<file path="src/rtl/auto_player.sv">
// Auto-play song sequencer: steps through a per-song note ROM and drives fre/note_idx/busy/done.
// Optional LOOP_EN macro: at song end, pulse done and restart the same song instead of going idle.
module auto_player #(
    parameter int BEAT_CYCLES = 25_000_000,
    parameter int GAP_CYCLES  = 2_000_000,
    parameter int MAX_NOTES   = 64,
    localparam int IW         = $clog2(MAX_NOTES)
) (
    input  logic          clk,
    input  logic          rst_n,
    input  logic [1:0]    mode,
    input  logic [1:0]    num,
    input  logic          start,
    input  logic          pause,
    output logic [31:0]   fre,
    output logic          busy,
    output logic [IW-1:0] note_idx,
    output logic          done
);
    localparam logic [1:0] MODE_AUTO = 2'b01;
    localparam logic [1:0] SONG_BAD  = 2'b11;
    localparam logic [6:0] END_ENTRY = {5'd31, 2'd0};

    typedef enum logic [1:0] {IDLE, PLAY, GAP, PAUSE} state_t;

    state_t        state, state_n, saved, saved_n;
    logic [1:0]    song, song_n;
    logic [IW-1:0] idx, idx_n;
    logic [31:0]   cnt, cnt_n;
    logic          done_q, done_n;
    logic [6:0]    cur, nxt;
    logic [31:0]   play_len;
    logic          start_ok, last_note;

    // Entry = {code[4:0], dur[1:0]}; anything past the written notes reads as END.
    function automatic logic [6:0] rom(input logic [1:0] s, input logic [IW-1:0] i);
        int k;
        k = int'(i);
        rom = END_ENTRY;
        case (s)
            2'd0: case (k)
                0, 1: rom = {5'd8, 2'd0};
                2, 3: rom = {5'd12, 2'd0};
                4, 5: rom = {5'd13, 2'd0};
                6:    rom = {5'd12, 2'd1};
                default: rom = END_ENTRY;
            endcase
            2'd1: case (k)
                0: rom = {5'd10, 2'd0};
                1: rom = {5'd9, 2'd1};
                2: rom = {5'd8, 2'd0};
                3: rom = {5'd0, 2'd0};
                4: rom = {5'd25, 2'd0};
                5: rom = {5'd21, 2'd2};
                default: rom = END_ENTRY;
            endcase
            2'd2: case (k)
                0: rom = {5'd1, 2'd3};
                1: rom = {5'd6, 2'd0};
                2: rom = {5'd15, 2'd1};
                default: rom = END_ENTRY;
            endcase
            default: rom = END_ENTRY;
        endcase
    endfunction

    // Note code -> tone frequency in Hz; rests and reserved codes are silent.
    function automatic logic [31:0] decode(input logic [4:0] c);
        case (c)
            5'd1:  decode = 32'd131;  5'd2:  decode = 32'd147;  5'd3:  decode = 32'd165;
            5'd4:  decode = 32'd175;  5'd5:  decode = 32'd196;  5'd6:  decode = 32'd220;
            5'd7:  decode = 32'd247;  5'd8:  decode = 32'd262;  5'd9:  decode = 32'd294;
            5'd10: decode = 32'd330;  5'd11: decode = 32'd349;  5'd12: decode = 32'd392;
            5'd13: decode = 32'd440;  5'd14: decode = 32'd494;  5'd15: decode = 32'd523;
            5'd16: decode = 32'd587;  5'd17: decode = 32'd659;  5'd18: decode = 32'd698;
            5'd19: decode = 32'd784;  5'd20: decode = 32'd880;  5'd21: decode = 32'd988;
            default: decode = 32'd0;
        endcase
    endfunction

    assign cur       = rom(song, idx);
    assign nxt       = rom(song, idx + 1'b1);
    assign play_len  = 32'((int'(cur[1:0]) + 1) * BEAT_CYCLES - GAP_CYCLES);
    assign last_note = (idx == IW'(MAX_NOTES - 1)) || ((nxt | 7'b0000011) == 7'b1111111);
    assign start_ok  = start && (mode == MODE_AUTO) && (num != SONG_BAD);

    always_ff @(posedge clk or negedge rst_n) begin
        if (!rst_n) begin
            state  <= IDLE;
            saved  <= PLAY;
            song   <= 2'd0;
            idx    <= '0;
            cnt    <= '0;
            done_q <= 1'b0;
        end else begin
            state  <= state_n;
            saved  <= saved_n;
            song   <= song_n;
            idx    <= idx_n;
            cnt    <= cnt_n;
            done_q <= done_n;
        end
    end

    // Priority: abort > restart > normal advance; pause wraps whatever the advance produced.
    always_comb begin
        state_n = state;
        saved_n = saved;
        song_n  = song;
        idx_n   = idx;
        cnt_n   = cnt;
        done_n  = 1'b0;
        if (state != IDLE && mode != MODE_AUTO) begin
            state_n = IDLE;
            cnt_n   = '0;
        end else if (start_ok) begin
            song_n  = num;
            idx_n   = '0;
            cnt_n   = '0;
            saved_n = PLAY;
            state_n = pause ? PAUSE : PLAY;
        end else begin
            case (state)
                PLAY, GAP: begin
                    if (state == PLAY) begin
                        if (cnt == play_len - 32'd1) begin
                            state_n = GAP;
                            cnt_n   = '0;
                        end else cnt_n = cnt + 32'd1;
                    end else if (cnt == 32'(GAP_CYCLES - 1)) begin
                        cnt_n = '0;
                        if (last_note) begin
                            done_n = 1'b1;
`ifdef LOOP_EN
                            idx_n   = '0;
                            state_n = PLAY;
`else
                            state_n = IDLE;
`endif
                        end else begin
                            idx_n   = idx + 1'b1;
                            state_n = PLAY;
                        end
                    end else cnt_n = cnt + 32'd1;
                    if (pause && state_n != IDLE) begin
                        saved_n = state_n;
                        state_n = PAUSE;
                    end
                end
                PAUSE:   if (!pause) state_n = saved;
                default: ;
            endcase
        end
    end

    always_comb begin
        fre      = (state == PLAY) ? decode(cur[6:2]) : 32'd0;
        busy     = (state != IDLE);
        note_idx = idx;
        done     = done_q;
    end
endmodule

</file>
<file path="config.mk">
export PLATFORM = sky130hd
export DESIGN_NAME = auto_player
export DESIGN_NICKNAME = d
export VERILOG_FILES = /design/src/rtl/auto_player.sv
export SDC_FILE = /design/constraint.sdc
export NUM_CORES = 1
export LEC_CHECK = 0
export CAP_MARGIN = 20
export CELL_PAD_IN_SITES_DETAIL_PLACEMENT = 0
export CELL_PAD_IN_SITES_GLOBAL_PLACEMENT = 1
export CORE_MARGIN = 4
export CORE_UTILIZATION = 43
export DETAILED_ROUTE_END_ITERATION = 12
export HOLD_SLACK_MARGIN = 0.02
export PLACE_DENSITY = 0.91
export SLEW_MARGIN = 40
export SYNTH_ARGS = -nofsm -noshare
export SYNTH_HDL_FRONTEND = slang
export SYNTH_SLANG_ARGS = --single-unit
</file>
<file path="constraint.sdc">
create_clock -name clk -period 5.5 [get_ports clk]
set_input_delay 1.65 -clock clk [delete_from_list [all_inputs] [get_ports clk]]
set_output_delay 1.65 -clock clk [all_outputs]
set_load 0.02 [all_outputs]
</file>
## Yosys cells after proc, flatten, opt, wreduce, memory -nomap -nowiden

Memory sizes are Yosys's and may differ from the RTL's.
Cells that the tools add are included.

| cells by class | value |
|---|---|
| $add $sub $neg | 5 |
| $mul | 1 |
| equality and inequality tests | 27 |
| mux-type cells | 42 |
| bitwise gates (word level) | 1 |
| reduce and logical (&&, ||, !) cells | 26 |

Operators by type and width:

| cell | count |
|---|---|
| $mux W32 | 7 |
| $pmux W7 S3 | 4 |
| $pmux W7 S6 | 2 |
| $pmux W7 S4 | 2 |
| $eq A6 B3 Y1 const B | 6 |
| $add A32 B1 Y32 const B | 1 |
| $eq A32 B21 Y1 const B | 1 |
| $eq A32 B32 Y1 | 1 |
| $mux W6 | 5 |
| $sub A29 B2 Y30 const B | 1 |
| $sub A28 B21 Y29 const B | 1 |
| $mux W2 | 14 |
| $eq A6 B2 Y1 const B | 4 |
| $mul A3 B19 Y22 const B | 1 |
| $reduce_or A2 Y1 | 7 |
| $eq A6 B1 Y1 const B | 2 |
| $logic_not A6 Y1 | 2 |
| $reduce_bool A2 Y1 | 5 |
| $mux W1 | 7 |
| $add A6 B1 Y6 const B | 1 |
| $eq A2 B1 Y1 const B | 3 |
| $eq A2 B2 Y1 const B | 3 |
| $eq A6 B6 Y1 const B | 1 |
| $ne A2 B2 Y1 const B | 3 |
| 14 further kinds | 18 |

| storage, ports and cells | value |
|---|---|
| register bits | 45 |
| bits in read-only memories | 320 |
| word-level logic and storage cells | 109 |
| memories | 1 |

Memories:

| name | depth | bits a word | rd ports | clocked after memory_dff | wr ports | RTL line | text |
|---|---|---|---|---|---|---|---|
| (no name shown) | 32 | 10 | 1 | 0 | 0 | 69 | `case (c)` |

## Longest topological paths before layout

| depth | value |
|---|---|
| depth after elaboration | 20 |
| mapped depth | 22 |
| mapped depth without buffers | 19 |

## Worst setup path after synthesis

OpenSTA, ideal clock, no wires.

| timing path | value |
|---|---|
| path type | register to output |
| start point | register idx[0], in the netlist note_idx[0] |
| end point | output port fre[4] |
| arrival | 2.995 ns |
| required time | 3.850 ns |
| setup slack | 0.855 ns |
| cell stages (with the launch flop) | 14 |
| buffers on the path | 1 |
| path through | dfrtp_1 > inv_1 > ha_1 > clkbuf_1 > nor2_1 > a21oi_1 > o311ai_0 > o21ai_0 > inv_1 > ha_1 > nor2_1 > nor3_1 > o21ai_0 > nor3_1 |

| on the way | value |
|---|---|
| longest elaborated chain between the ends | 6 |

Ends and longest elaborated chain:

| element | RTL line | text |
|---|---|---|
| start, declared | 28 | `logic [IW-1:0] idx, idx_n;` |
| start signal, assigned | 99 | `idx <= idx_n;` |
| $eq A6 B3 Y1 (tied with other cells) | 41, 48 |  |
| $reduce_or A2 Y1 | 41 | `2'd0: case (k)` |
| $pmux W7 S4 | 41 |  |
| $pmux W7 S3 (*) | 40 | `case (s)` |
| $mem_v2 Z32 W10 (*) | - |  |
| $mux W32 (*) | 157 | `fre = (state == PLAY) ? decode(cur[6:2]) : 32'd0;` |
| end, declared | 15 | `output logic [31:0] fre,` |

Mark *: on every way between the ends. The rest lies on a longest branch, timed or not.

## Final worst setup path

| timing path | value |
|---|---|
| start point | register idx[1], in the netlist note_idx[1] |
| end point | output port fre[5] |

Same word-level chain as after synthesis.

==> flow_summary_export.csv <==
group,metric,value,unit
setup_path,worstSetupPathType,"reg2out",
floorplanning,dieArea,12100,µm²
detailed_routing,firstDrtPassIters,5,
timing,drv_slew,0,
detailed_routing,top_layer,"met4",
detailed_routing,vias,4298,
flow_run,maxCapViolCount,0,
detailed_routing,drtIter0Drc,351,
pwr,p_comb_share,62.1,%
timing,final_hold_viol_count,0,
synth,syn_area,4470,µm²
pwr,p_switching,0.000775,W
detailed_routing,viasPerCell,5.83,
floorplanning,initial_utilization,44.9,%
clock_network,cts_buffer_depth,2,
synth,yosys.area_share.simple,32.9,%
pwr,p_clk_share,14.2,%
floorplanning,ios,48,
synth,synth_common_cells,"83 x nand2_1, 44 x dfrtp_1, 40 x nor2_1",
floorplanning,core,9950,µm²
finish,nets,641,
synth,synth.avg_cell_area,7.45,µm²
synth,synth_edf_count,0,
synth,synthCells,600,
synth,ys_seq_area_share,25.2,%
finish,fin_area,4880,µm²
finish,drive_gt1_share,7.45,%
synth,synth-warning-count,0,
setup_path,required,3.85,ns
synth,ys.flop_type,"dfrtp_1",
finish,areaGrowthSynthToFinish,9.15,%
clock_network,ctsHoldBuffers,0,
clock_network,root_buffer,"clkbuf_8",
setup_path,end_kind,"primary output",
floorplanning,dieHeight,110,µm
detailed_routing,dr_wl_met3,543,µm
setup_path,worstPathArrival,3.58,ns
pwr,swShare,48.1,%
place,place.gp.congestion,0.902,
global_route,grt_usage,19.4,%
pwr,p_leak,2.10,nW
global_route,grt-ovfl-total,0,
synth,synth_fa_ha_area_share,8.79,%
timing,finClkSkew,0.00706,ns
synth,synth_cell_types,60,
setup_path,worstPathMaxFanout,8,
detailed_routing,m1WireLength,5080,µm
synth,synth_seq_cells,45,
global_route,first_global_vias,4121,
timing,rsz0062_at_grt,"false",
synth,synth_top_area_share,24.6,%
global_route,grt_max_degree,46,
pwr,ir_drop,302,µV
synth,synthArstFlopShare,100,%
finish,antenna_cells,0,
pwr,sequentialPowerShare,23.7,%
clock_network,htree_levels,2,
synth,synth_xor_area_share,3.72,%
synth,ys_top_cells_by_area,"dfrtp_1 25%, ha_1 8.1%, nand2_1 7.0%",
timing,setup-tns-final,0,ns
place,port_buffers,25,
place,dpl-instance-area,4740,µm²
detailed_routing,dr_wl_met2,5360,µm
clock_network,cts_tree,"yes",
timing,finalCritPeriodShare,95.2,%
timing,worst_pin_slew,0.712,ns
floorplanning,die_x,110,µm
run_status,status,"finished clean",
detailed_routing,routed_wl,11200,µm
floorplanning,rows,36,
synth,yosysMostFrequentCell,"nand2_1",
detailed_routing,wl_per_cell,15.2,µm
pwr,p_int,0.000835,W
setup_path,start_kind,"flip-flop",
pwr,powerDensity,330,nW/µm²
finish,fillers,944,
timing,relSlewSlack,51.3,%
timing,finalSetupViolations,0,
timing,fmax,191,MHz
synth,yosys-mux-area-fraction,2.74,%
hold_path,hp-class,"reg2reg",
clock_network,tritoncts.num_buffers,5,
place,hpwl,8160,µm
pwr,finalPower,0.00161,W
synth,synth_top_family_by_area,"simple AND/OR/NAND/NOR gates",
synth,synth-compound-area-share,17.1,%
global_route,grt_pass1_wl,19200,µm
clock_network,worst_skew_pair.late_latency,0.31,ns
detailed_routing,post-route-drc-count,0,
clock_network,cts_setup_buffers,0,
synth,yosysTopAreaCell,"dfrtp_1",
clock_network,clk_pin_slew,0.08,ns
clock_network,clkSinkCount,45,
timing,min_period,5.23,ns
detailed_routing,ant_nets,0,
global_route,antenna_found_initial,0,
## sequential cells by signal, indices dropped and copies added (netlist names)
register	count
state	2
song	2
saved	2
note_idx	6
cnt	32
done	1
## final cells by class
class	count	area, µm²	share of cell area (%)
repair buffers	39	353	7.23
flip-flops and latches	45	1130	23.1
clock buffers	7	96.3	1.97
clock inverters	1	5.00	0.103
well taps	133	166	3.41
multi-input cells	493	3060	62.7
inverters	19	71.3	1.46
## power groups by stage
| stage | Combinational [W] | Sequential [W] | Clock, W |
|---|---|---|---|
| floorplan | 0.000731 | 0.000375 | 0 |
| global placement | 0.000958 | 0.000387 | 0 |
| detailed placement | 0.000980 | 0.000388 | 0 |
| CTS | 0.000982 | 0.000381 | 0.000236 |
| global route | 0.00111 | 0.000386 | 0.000250 |
| finish | 0.00100 | 0.000382 | 0.000228 |
## routing by layer
layer  up-vias  global-route usage (%)
met5         -                       0
met4         0                    6.41
met3        21                    2.27
met2       144                    32.8
met1      2018                    25.9
li1       2115                       -
## critical path: stages (launching register included)
cell             delay (ns)
dfrtp_1                0.46
inv_1                  0.13
ha_2                   0.27
nor2b_1                0.23
nand3_1                0.18
o21ai_4                0.26
inv_1                  0.15
ha_1                   0.40
a21oi_1                0.16
nor2_1                 0.06
a311oi_1               0.24
o21a_1                 0.14
clkdlybuf4s50_1        0.59
## cell usage in the layout (no fill, tap or decap), drive strengths merged, types with 23 or more instances in the layout
| cell type | instances |
|---|---|
| a21oi | 36 |
| clkdlybuf4s50 | 24 |
| conb | 23 |
| dfrtp | 44 |
| ha | 29 |
| nand2 | 83 |
| nand3 | 39 |
| nor2 | 40 |
| nor3 | 27 |
| o21ai | 27 |
## per-stage QoR
stage / std cells / utilization (%) / hold WS, ns / setup slack, ns
final: 737 / 49.0 / 0.499 / 0.267
after global routing: 737 / 49.0 / 0.538 / 0.0191
after CTS: 737 / 48.6 / 0.506 / 0.0219
after detailed placement: 729 / 47.6 / 0.490 / 0.176
after global placement: 729 / 47.6 / 0.494 / 0.357
after floorplan: 621 / - / 0.464 / 0.855
## logic make-up (layout without fill, tap and decap cells)
| group | after synthesis | after routing |
|---|---|---|
| adder cells (fa/ha/maj) | 31 | 31 |
| other | 2 | 23 |
| AND/OR/NAND/NOR | 290 | 290 |
| AO/OA/AOI/OAI | 119 | 119 |
| buffers and inverters | 83 | 66 |
| XOR/XNOR | 19 | 19 |
| multiplexers | 11 | 11 |
| flip-flops | 45 | 45 |
## timing repair
item / in CTS / in global routing
gates cloned: 0 / 0
resized for setup: 1 / 12
endpoints found under the setup margin: 8 / 27
## path summary, 6_finish.rpt
kind,from,end,slack [ns],depth (start not counted)
max,note_idx[1]$_DFFE_PN0P_,fre[5],0.27,12
min in group asynchronous,rst_n,cnt[29]$_DFFE_PN0P_,1.33,1
max in group asynchronous,rst_n,note_idx[0]$_DFFE_PN0P_,3.74,1
max reg2reg,note_idx[0]$_DFFE_PN0P_,cnt[26]$_DFFE_PN0P_,0.63,18
min,saved[0]$_DFFE_PN1P_,saved[0]$_DFFE_PN1P_,0.50,2
min reg2reg,saved[0]$_DFFE_PN1P_,saved[0]$_DFFE_PN1P_,0.50,2
Note: power is estimated with default switching activity, not from simulation.
